===== src/rtl/dmem_arbiter_if.sv =====
`default_nettype none
// ============================================================================
//  Module      : dmem_arbiter_if
//  Description : Bus bundle between stage three, the burst DMA controls and
//                the single-port 256x8 data RAM, as seen by dmem_arbiter.
//  Revision    : 1.0  initial release
// ============================================================================
interface dmem_arbiter_if #(
   parameter int LEN_W = 4
);
   // CPU (stage-three memory port)
   logic             cpu_req;
   logic             cpu_we;
   logic [7:0]       cpu_addr;
   logic [7:0]       cpu_wdata;
   logic             cpu_odv;
   logic [7:0]       cpu_rdata;
   logic             cpu_rvalid;

   // DMA burst engine controls
   logic             dma_start;
   logic             dma_we;
   logic [7:0]       dma_base;
   logic [LEN_W-1:0] dma_len;
   logic [7:0]       dma_wdata;
   logic             dma_ack;
   logic [7:0]       dma_rdata;
   logic             dma_rvalid;
   logic             dma_busy;
   logic             dma_done;

   // RAM port
   logic [7:0]       ram_addr;
   logic             ram_en;
   logic             ram_we;
   logic [7:0]       ram_wdata;
   logic [7:0]       ram_rdata;

   // Arbiter side: owns the RAM port and all grant/response signals
   modport master (
      input  cpu_req, cpu_we, cpu_addr, cpu_wdata,
      output cpu_odv, cpu_rdata, cpu_rvalid,
      input  dma_start, dma_we, dma_base, dma_len, dma_wdata,
      output dma_ack, dma_rdata, dma_rvalid, dma_busy, dma_done,
      output ram_addr, ram_en, ram_we, ram_wdata,
      input  ram_rdata
   );

   // Environment side: requesters and the RAM itself
   modport slave (
      output cpu_req, cpu_we, cpu_addr, cpu_wdata,
      input  cpu_odv, cpu_rdata, cpu_rvalid,
      output dma_start, dma_we, dma_base, dma_len, dma_wdata,
      input  dma_ack, dma_rdata, dma_rvalid, dma_busy, dma_done,
      input  ram_addr, ram_en, ram_we, ram_wdata,
      output ram_rdata
   );
endinterface
`default_nettype wire


===== src/rtl/dmem_arbiter.sv =====
`default_nettype none
// ============================================================================
//  Module      : dmem_arbiter
//  Description : Shares the single-port data RAM between the CPU memory stage
//                and a built-in burst DMA engine. CPU has priority; a
//                starvation counter bounds how long a pending DMA beat waits.
//  Revision    : 1.0  initial release
// ============================================================================
module dmem_arbiter #(
   parameter int STARVE_MAX = 4,
   parameter int LEN_W      = 4
) (
   input  wire logic       g_clk,
   input  wire logic       g_clr,
   dmem_arbiter_if.master  bus
);

   localparam logic [0:0] c_IDLE  = 1'b0;
   localparam logic [0:0] c_BURST = 1'b1;
   localparam int         c_CNT_W = (STARVE_MAX > 0) ? $clog2(STARVE_MAX + 1) : 1;

   logic [0:0]         state_q,      state_d;
   logic [7:0]         addr_ptr_q,   addr_ptr_d;
   logic [LEN_W-1:0]   beats_left_q, beats_left_d;
   logic               dir_q,        dir_d;
   logic [c_CNT_W-1:0] starve_cnt_q, starve_cnt_d;
   logic               dma_busy_q,   dma_busy_d;
   logic               dma_done_q,   dma_done_d;
   logic               cpu_rvalid_q, cpu_rvalid_d;
   logic               dma_rvalid_q, dma_rvalid_d;

   logic               w_cpu_may_preempt;
   logic               w_cpu_grant;
   logic               w_dma_grant;

   // With STARVE_MAX of zero the CPU never wins while a burst is active
   generate
      if (STARVE_MAX == 0) begin : g_strict_dma
         assign w_cpu_may_preempt = 1'b0;
      end else begin : g_starve_limit
         assign w_cpu_may_preempt = (starve_cnt_q < c_CNT_W'(STARVE_MAX));
      end
   endgenerate

   // Grants depend only on registered state and requests, never on ram_rdata
   assign w_cpu_grant = !g_clr && bus.cpu_req &&
                        ((state_q == c_IDLE) || w_cpu_may_preempt);
   assign w_dma_grant = !g_clr && (state_q == c_BURST) && !w_cpu_grant;

   // Steer the RAM port to the single owner of this cycle
   always_comb begin
      bus.cpu_odv   = w_cpu_grant;
      bus.dma_ack   = w_dma_grant;
      bus.ram_en    = 1'b0;
      bus.ram_we    = 1'b0;
      bus.ram_addr  = 8'h00;
      bus.ram_wdata = 8'h00;
      if (w_cpu_grant) begin
         bus.ram_en    = 1'b1;
         bus.ram_we    = bus.cpu_we;
         bus.ram_addr  = bus.cpu_addr;
         bus.ram_wdata = bus.cpu_wdata;
      end else if (w_dma_grant) begin
         bus.ram_en    = 1'b1;
         bus.ram_we    = dir_q;
         bus.ram_addr  = addr_ptr_q;
         bus.ram_wdata = bus.dma_wdata;
      end
   end

   assign bus.cpu_rdata  = bus.ram_rdata;
   assign bus.dma_rdata  = bus.ram_rdata;
   assign bus.cpu_rvalid = cpu_rvalid_q;
   assign bus.dma_rvalid = dma_rvalid_q;
   assign bus.dma_busy   = dma_busy_q;
   assign bus.dma_done   = dma_done_q;

   // Next-state: burst sequencing, starvation counting and read-return flags
   always_comb begin
      state_d      = state_q;
      addr_ptr_d   = addr_ptr_q;
      beats_left_d = beats_left_q;
      dir_d        = dir_q;
      starve_cnt_d = starve_cnt_q;
      dma_busy_d   = dma_busy_q;
      cpu_rvalid_d = w_cpu_grant && !bus.cpu_we;
      dma_rvalid_d = w_dma_grant && !dir_q;
      dma_done_d   = w_dma_grant && (beats_left_q == '0);

      case (state_q)
         c_IDLE: begin
            starve_cnt_d = '0;
            if (bus.dma_start) begin
               addr_ptr_d   = bus.dma_base;
               beats_left_d = bus.dma_len;
               dir_d        = bus.dma_we;
               dma_busy_d   = 1'b1;
               state_d      = c_BURST;
            end
         end
         c_BURST: begin
            if (w_cpu_grant) begin
               starve_cnt_d = starve_cnt_q + c_CNT_W'(1);
            end else if (w_dma_grant) begin
               starve_cnt_d = '0;
               addr_ptr_d   = addr_ptr_q + 8'd1;
               if (beats_left_q == '0) begin
                  dma_busy_d = 1'b0;
                  state_d    = c_IDLE;
               end else begin
                  beats_left_d = beats_left_q - LEN_W'(1);
               end
            end
         end
         default: begin
            state_d = c_IDLE;
         end
      endcase
   end

   // State registers with synchronous clear; a clear abandons any burst
   always_ff @(posedge g_clk) begin
      if (g_clr) begin
         state_q      <= c_IDLE;
         addr_ptr_q   <= 8'h00;
         beats_left_q <= '0;
         dir_q        <= 1'b0;
         starve_cnt_q <= '0;
         dma_busy_q   <= 1'b0;
         dma_done_q   <= 1'b0;
         cpu_rvalid_q <= 1'b0;
         dma_rvalid_q <= 1'b0;
      end else begin
         state_q      <= state_d;
         addr_ptr_q   <= addr_ptr_d;
         beats_left_q <= beats_left_d;
         dir_q        <= dir_d;
         starve_cnt_q <= starve_cnt_d;
         dma_busy_q   <= dma_busy_d;
         dma_done_q   <= dma_done_d;
         cpu_rvalid_q <= cpu_rvalid_d;
         dma_rvalid_q <= dma_rvalid_d;
      end
   end

endmodule
`default_nettype wire


===== src/flat_wrapper.sv =====
// flat-port wrapper written by rule: the top's interface ports become plain ports
module dmem_arbiter_flat 
#(
   parameter int STARVE_MAX = 4,
   parameter int LEN_W      = 4
)
  (g_clk, g_clr, bus_cpu_req, bus_cpu_we, bus_cpu_addr, bus_cpu_wdata, bus_cpu_odv, bus_cpu_rdata, bus_cpu_rvalid, bus_dma_start, bus_dma_we, bus_dma_base, bus_dma_len, bus_dma_wdata, bus_dma_ack, bus_dma_rdata, bus_dma_rvalid, bus_dma_busy, bus_dma_done, bus_ram_addr, bus_ram_en, bus_ram_we, bus_ram_wdata, bus_ram_rdata);
  dmem_arbiter_if #(.LEN_W(LEN_W)) bus_i ();
  input  wire logic g_clk;
  input  wire logic g_clr;
  input wire logic [$bits(bus_i.cpu_req)-1:0] bus_cpu_req;
  input wire logic [$bits(bus_i.cpu_we)-1:0] bus_cpu_we;
  input wire logic [$bits(bus_i.cpu_addr)-1:0] bus_cpu_addr;
  input wire logic [$bits(bus_i.cpu_wdata)-1:0] bus_cpu_wdata;
  output wire logic [$bits(bus_i.cpu_odv)-1:0] bus_cpu_odv;
  output wire logic [$bits(bus_i.cpu_rdata)-1:0] bus_cpu_rdata;
  output wire logic [$bits(bus_i.cpu_rvalid)-1:0] bus_cpu_rvalid;
  input wire logic [$bits(bus_i.dma_start)-1:0] bus_dma_start;
  input wire logic [$bits(bus_i.dma_we)-1:0] bus_dma_we;
  input wire logic [$bits(bus_i.dma_base)-1:0] bus_dma_base;
  input wire logic [$bits(bus_i.dma_len)-1:0] bus_dma_len;
  input wire logic [$bits(bus_i.dma_wdata)-1:0] bus_dma_wdata;
  output wire logic [$bits(bus_i.dma_ack)-1:0] bus_dma_ack;
  output wire logic [$bits(bus_i.dma_rdata)-1:0] bus_dma_rdata;
  output wire logic [$bits(bus_i.dma_rvalid)-1:0] bus_dma_rvalid;
  output wire logic [$bits(bus_i.dma_busy)-1:0] bus_dma_busy;
  output wire logic [$bits(bus_i.dma_done)-1:0] bus_dma_done;
  output wire logic [$bits(bus_i.ram_addr)-1:0] bus_ram_addr;
  output wire logic [$bits(bus_i.ram_en)-1:0] bus_ram_en;
  output wire logic [$bits(bus_i.ram_we)-1:0] bus_ram_we;
  output wire logic [$bits(bus_i.ram_wdata)-1:0] bus_ram_wdata;
  input wire logic [$bits(bus_i.ram_rdata)-1:0] bus_ram_rdata;
  assign bus_i.cpu_req = bus_cpu_req;
  assign bus_i.cpu_we = bus_cpu_we;
  assign bus_i.cpu_addr = bus_cpu_addr;
  assign bus_i.cpu_wdata = bus_cpu_wdata;
  assign bus_cpu_odv = bus_i.cpu_odv;
  assign bus_cpu_rdata = bus_i.cpu_rdata;
  assign bus_cpu_rvalid = bus_i.cpu_rvalid;
  assign bus_i.dma_start = bus_dma_start;
  assign bus_i.dma_we = bus_dma_we;
  assign bus_i.dma_base = bus_dma_base;
  assign bus_i.dma_len = bus_dma_len;
  assign bus_i.dma_wdata = bus_dma_wdata;
  assign bus_dma_ack = bus_i.dma_ack;
  assign bus_dma_rdata = bus_i.dma_rdata;
  assign bus_dma_rvalid = bus_i.dma_rvalid;
  assign bus_dma_busy = bus_i.dma_busy;
  assign bus_dma_done = bus_i.dma_done;
  assign bus_ram_addr = bus_i.ram_addr;
  assign bus_ram_en = bus_i.ram_en;
  assign bus_ram_we = bus_i.ram_we;
  assign bus_ram_wdata = bus_i.ram_wdata;
  assign bus_i.ram_rdata = bus_ram_rdata;
  dmem_arbiter #(.STARVE_MAX(STARVE_MAX), .LEN_W(LEN_W)) u_core (.g_clk(g_clk), .g_clr(g_clr), .bus(bus_i));
endmodule

===== config.mk =====
export PLATFORM = sky130hd
export DESIGN_NAME = dmem_arbiter_flat
export DESIGN_NICKNAME = d
export VERILOG_FILES = /design/src/rtl/dmem_arbiter_if.sv /design/src/rtl/dmem_arbiter.sv /design/src/flat_wrapper.sv
export SDC_FILE = /design/constraint.sdc
export NUM_CORES = 1
export LEC_CHECK = 0
export BUFFER_PORTS_ARGS = -buffer_cell sky130_fd_sc_hd__buf_2
export CAP_MARGIN = 10
export CORE_MARGIN = 1.5
export CORE_UTILIZATION = 43
export CTS_CLUSTER_DIAMETER = 40
export DETAILED_ROUTE_END_ITERATION = 12
export MAX_ROUTING_LAYER = met4
export PLACE_DENSITY = 0.77
export REMOVE_ABC_BUFFERS = 1
export SLEW_MARGIN = 20
export SYNTH_ARGS = -nofsm -noshare
export SYNTH_HDL_FRONTEND = slang
export SYNTH_SLANG_ARGS = --single-unit

===== constraint.sdc =====
create_clock -name g_clk -period 1.7 [get_ports g_clk]
set_input_delay 0.17 -clock g_clk [delete_from_list [all_inputs] [get_ports g_clk]]
set_output_delay 0.17 -clock g_clk [all_outputs]
set_load 0.01 [all_outputs]

After elaboration in Yosys (flattened, before gate mapping)
Index checks and enable logic that the tools add are counted.
W data, S select, Z words.
{ "totals": {"out_inout_bits": 40, "register_bits": 21, "in_bits": 50, "wordCells": 67} }
{ "op_classes": {"bitwise_logic": 1, "order_cmp": 1, "muxes": 30, "n_eq_ne": 6, "n_reduce_logical": 17, "n_addsub": 3} }
{ "op_table": {"columns": ["op", "count"], "rows": [
  ["$mux W8", 7],
  ["$mux W4", 4],
  ["$pmux W8 S2", 1],
  ["$mux W1", 12],
  ["$ne A2 B2 Y1 const B", 5],
  ["$add A8 B1 Y8 const B", 1],
  ["$pmux W4 S2", 1],
  ["$reduce_and A4 Y1", 2],
  ["$logic_and A1 B1 Y1", 7],
  ["$mux W3", 2],
  ["$pmux W3 S2", 1],
  ["$logic_not A1 Y1", 4],
  ["$logic_not A4 Y1", 1],
  ["$pmux W1 S2", 2],
  ["$sub A4 B1 Y4 const B", 1],
  ["$add A3 B1 Y3 const B", 1],
  ["$lt A3 B3 Y1 const B", 1],
  ["$ne A3 B3 Y1 const B", 1],
  ["$reduce_and A3 Y1", 1],
  ["$reduce_and A2 Y1", 1],
  ["$logic_or A1 B1 Y1", 1],
  ["$not A1 Y1", 1]
]} }

Longest topological paths before layout
{ "logic_depth": {"word_depth": 8, "ltp_mapped": 7} }

Worst setup path before layout
OpenSTA, ideal clock, no wires.
{ "synth_timing": {"path_type": "reg-to-output", "start": "register u_core.state_q", "end": "output bus_ram_wdata[1]", "required_time_ns": 1.530, "stages_incl_launch_ff": 7, "path_buffers": 3, "setup_slack_ns": 0.303, "arrival_time_ns": 1.227, "cell_sequence": "dfxtp_1 -> buf_6 -> nor2b_1 -> buf_6 -> buf_2 -> nand2_1 -> o21ai_0"} }
{ "synth_between": {"elab_chain_len": 7} }
{ "synth_rtl": {"columns": ["element", "line_no", "source"], "rows": [
  ["start: declaration", "dmem_arbiter.sv:22", "logic [0:0] state_q, state_d;"],
  ["start signal: assignment", "dmem_arbiter.sv:124", "state_q <= c_IDLE;"],
  ["start signal: assignment", "dmem_arbiter.sv:134", "state_q <= state_d;"],
  ["$not A1 Y1 (no line)", null, null],
  ["$logic_or A1 B1 Y1", "dmem_arbiter.sv:47", "((state_q == c_IDLE) || w_cpu_may_preempt);"],
  ["$logic_and A1 B1 Y1", "dmem_arbiter.sv:46", "assign w_cpu_grant = !g_clr && bus.cpu_req &&"],
  ["$logic_not A1 Y1", "dmem_arbiter.sv:48", "assign w_dma_grant = !g_clr && (state_q == c_BURST) && !w_cpu_grant;"],
  ["$logic_and A1 B1 Y1", "dmem_arbiter.sv:48", null],
  ["$mux W8", "dmem_arbiter.sv:63", "end else if (w_dma_grant) begin"],
  ["$mux W8 *", "dmem_arbiter.sv:58", "if (w_cpu_grant) begin"],
  ["end: declaration", "flat_wrapper.sv:31", "output wire logic [$bits(bus_i.ram_wdata)-1:0] bus_ram_wdata;"]
]} }
Mark *: on every way between the ends. The rest lies on a longest branch, timed or not.

Worst setup path after layout
{ "layout_timing": {"start": "register u_core.state_q", "end": "output bus_ram_addr[0]"} }
{ "layout_between": {"elab_chain_len": 7} }
{ "layout_rtl": {"columns": ["element", "line_no", "source"], "rows": [
  ["$not A1 Y1 (no line)", null, null],
  ["$logic_or A1 B1 Y1", "dmem_arbiter.sv:47", null],
  ["$logic_and A1 B1 Y1", "dmem_arbiter.sv:46", null],
  ["$logic_not A1 Y1", "dmem_arbiter.sv:48", null],
  ["$logic_and A1 B1 Y1", "dmem_arbiter.sv:48", null],
  ["$mux W8", "dmem_arbiter.sv:63", null],
  ["$mux W8 *", "dmem_arbiter.sv:58", null],
  ["end: declaration", "flat_wrapper.sv:28", "output wire logic [$bits(bus_i.ram_addr)-1:0] bus_ram_addr;"]
]} }
Marked as above.

==> metrics.md <==
| Metric | Value |
|---|---|
| Power per cell area | `631.3 nW/um^2` |
| Crit path cell chain | `buf_12 -> a211oi_4 -> buf_6 -> buf_12 -> nand2_1 -> o31ai_1 -> buf_2` |
| CORE AREA | `3337 um^2` |
| Max VDD drop | `405.1 uV` |
| Crit share post-route | `104.3%` |
| Worst reg2reg path endpoint | `u_core.addr_ptr_q[1]` |
| Nets | `312` |
| Synth cell count leaders | `nand2_1 (41), o21ai_0 (22), dfxtp_1 (21)` |
| Placer Congestion | `0.7988` |
| First-pass GRT wire length | `6720 um` |
| CTS Buffer Depth | `2` |
| Die width | `62.14 um` |
| Critical path data required time | `1.53 ns` |
| Vias in the first global route | `1,538` |
| Ant diodes | `0` |
| Sequential share of the synthesized area | `27.95%` |
| TritonCTS Buffers | `3` |
| Top cell by count, worst path | `buf_12` |
| Hold Path End | `u_core.bus.cpu_rvalid` |
| FF-to-FF setup slack | `0.11 ns` |
| DR iter-0 viols | `74` |
| Port-buffer cells | `65` |
| Total Power | `0.001234 W` |
| Initial Utilization | `45.07%` |
| Critical path class | `reg -> out` |
| EDFF count, synth | `0` |
| # clock sinks | `21` |
| Post-synthesis simple-gate area fraction | `24.79%` |
| RSZ-0062 raised after global routing | `true` |
| Leading post-synthesis cells by cell area | `dfxtp_1 (28%), nand2_1 (10%), buf_4 (9.0%)` |
| Metal-1 WL | `1810 um` |
| Final-report setup violation count | `17` |
| DR vias | `1,618` |
| Fraction of layout instances using a drive strength above 1 | `39.69%` |
| Critical Path Source Type | `register` |
| Synthesized area | `1504 um^2` |
| Die Y | `62.14 um` |
| IO Pins | `90` |
| Slew margin rel. | `78.68%` |
| Top sig layer | `met4` |
| Hold-fix buffers, CTS | `0` |
| Dominant synthesized flop cell | `dfxtp_1` |
| Setup ws final | `-0.07322 ns` |
| Area leader, netlist | `dfxtp_1` |
| Clock Skew | `0.001310 ns` |
| Post-synthesis cell type count | `42` |
| Xor/xnor share of the synthesized area | `0%` |
| Cell family with most CP delay | `buffers and inverters` |
| DR WL met2 | `1751 um` |
| Mux cell area share after synthesis | `0.6656%` |
| CTS tree | `done` |
| Drt via density | `5.340` |
| Status | `complete, but fails checks` |
| Failing checks | `negative setup slack` |
| All-Layer GR Usage | `21.31%` |
| Initial antenna violation count | `0` |
| Top cell type's share of synthesized area | `27.95%` |
| Area of placed instances | `1735 um^2` |
| Synthesized-area fraction occupied by adder cells | `3.328%` |
| Most instantiated library cell after synthesis | `nand2_1` |
| Reg clk slew, reported paths | `0.12 ns` |
| Drt pass-1 iters | `4` |
| Largest family of logic cells by synthesized area | `compound AO/OA/AOI/OAI gates` |
| Filler instances | `307` |
| Antenna-violating nets left | `0` |
| Compound-Gate Fraction of Synth Area | `27.62%` |
| Synthesis-stage register bit count | `21` |
| Syn Inst Count | `201` |
| Worst Path Buf+Inv | `4` |
| Final hold vios | `0` |
| Avg Cell Area, Syn | `7.482 um^2` |
| Leakage Power | `0.8785 nW` |
| Crit end category | `output port` |
| Routed wl met3 | `391 um` |
| Async SR Flop Fraction | `0%` |
| Max-slew violation count | `0` |
| WP data arrival | `1.60 ns` |
| Synth Warn # | `0` |
| Root Driver | `clkbuf_4` |
| Min cycle time layout | `1.773 ns` |
| H-tree Lvls | `1` |
| WL final | `3987 um` |
| Max-cap viol count | `0` |
| Worst hold path stage count | `2` |
| DRC errors left | `0` |
| DR WL/cell | `13.16 um` |
| Worst Max-Slew Pin Slew | `0.3192 ns` |
| Clk Latency, worst-skew pair | `0.31 ns` |
| Crit-path max FO | `9` |
| Crit path max-delay cell type | `dfxtp_2` |
| Fin area | `1954 um^2` |
| CP max stage delay | `0.36 ns` |
| GRT overflow | `0` |
| Area delta synth->final | `29.95%` |
| Min-Delay Path Class | `in -> reg` |
| R2r worst-path depth | `7` |
| Max Freq | `563.9 MHz` |
| Die area | `3861 um^2` |
| Largest net degree at the start of global routing | `19` |
| Hold_sp | `bus_cpu_we` |
| Detailed placer's ending HPWL | `2675 um` |
| Launching point of the worst reg2reg path | `u_core.state_q` |
| Row cnt | `21` |
==> sequential cells by signal (all words and copies together), names as in the netlist <==
register,cells
u_core.dir_q,1
u_core.starve_cnt_q,3
u_core.bus.cpu_rvalid,1
u_core.addr_ptr_q,8
u_core.beats_left_q,4
u_core.bus.dma_busy,1
u_core.bus.dma_done,1
u_core.bus.dma_rvalid,1
u_core.state_q,1
==> cell type report <==
type	count	area [um^2]	area share (%)
inverters	7	30.03	1.536
multi-input cells	145	865.8	44.30
well taps	46	57.56	2.945
flip-flops and latches	21	421.7	21.57
repair buffers	80	553.0	28.30
clock buffers	4	26.28	1.344
==> worst max-delay path by stage <==
stage,start,end,cells past startpoint,slack (ns)
3_5_place_dp,u_core.state_q,u_core.addr_ptr_q[1],6,0.15
6_report,u_core.state_q,bus_ram_addr[0],7,-0.07
3_3_place_gp,u_core.state_q,bus_ram_addr[0],6,0.21
2_1_floorplan,u_core.state_q,bus_ram_addr[3],3,-0.41
4_1_cts,u_core.state_q,bus_ram_addr[0],7,-0.06
5_1_grt,u_core.state_q,bus_ram_addr[1],7,-0.15
==> where the power goes <==
part           leakage (nW)  switching (W)  internal [W]
Sequential            0.173      0.0000336      0.000528
Combinational         0.691       0.000215      0.000210
Clock                0.0150       0.000156     0.0000916
==> cell usage in the layout, fill, tap and decap left out, types with 3 or more instances in the layout <==
cell type	instances
nand2_2	3
nand2_1	38
nor2_1	7
buf_2	65
buf_4	7
o21ai_1	13
and3_1	4
inv_1	5
a21oi_1	13
ha_1	4
nor3_1	6
o21ai_0	13
nor2b_1	5
nand3_1	7
dfxtp_1	20
clkbuf_4	3
==> metrics by stage <==
step	setup slack (ns)	hold WS [ns]	setup TNS (ns)	instances	utilization [%]
2_1_floorplan	-0.4069	0.2346	-9.629	173	-
3_3_place_gp	0.2084	0.3402	0	290	52.01
3_5_place_dp	0.1524	0.3402	0	290	52.01
5_1_grt	-0.1452	0.02641	-2.141	303	58.57
6_report	-0.07322	0.01775	-0.6601	303	58.57
4_1_cts	-0.05774	0.01633	-0.3686	302	57.41
==> layer usage <==
metal	up-vias	track usage, %
met3	4	5.978
met2	98	35.87
met4	0	5.000
met5	-	-
met1	722	25.36
li1	794	-
==> worst register-to-register path, stage by stage, from the launching register on <==
cell and delay [ns]:
dfxtp_2 0.38, buf_12 0.11, buf_4 0.20, nand2b_4 0.12
o21ai_4 0.29, buf_4 0.22, nor2_2 0.04, a211oi_2 0.18
==> repair_timing <==
item,4_1_cts,5_1_grt
endpoints found under the setup margin,18,20
buffers inserted,5,0
pin swaps,1,1
resized for setup,19,5
gates cloned,3,1
==> logic make-up after synthesis <==
kind of cell / after synthesis
simple gates: 80
compound gates: 60
flops: 21
fa+ha+maj: 4
buf+inv: 35
mux: 1
Note: power is estimated with default switching activity, not from simulation.
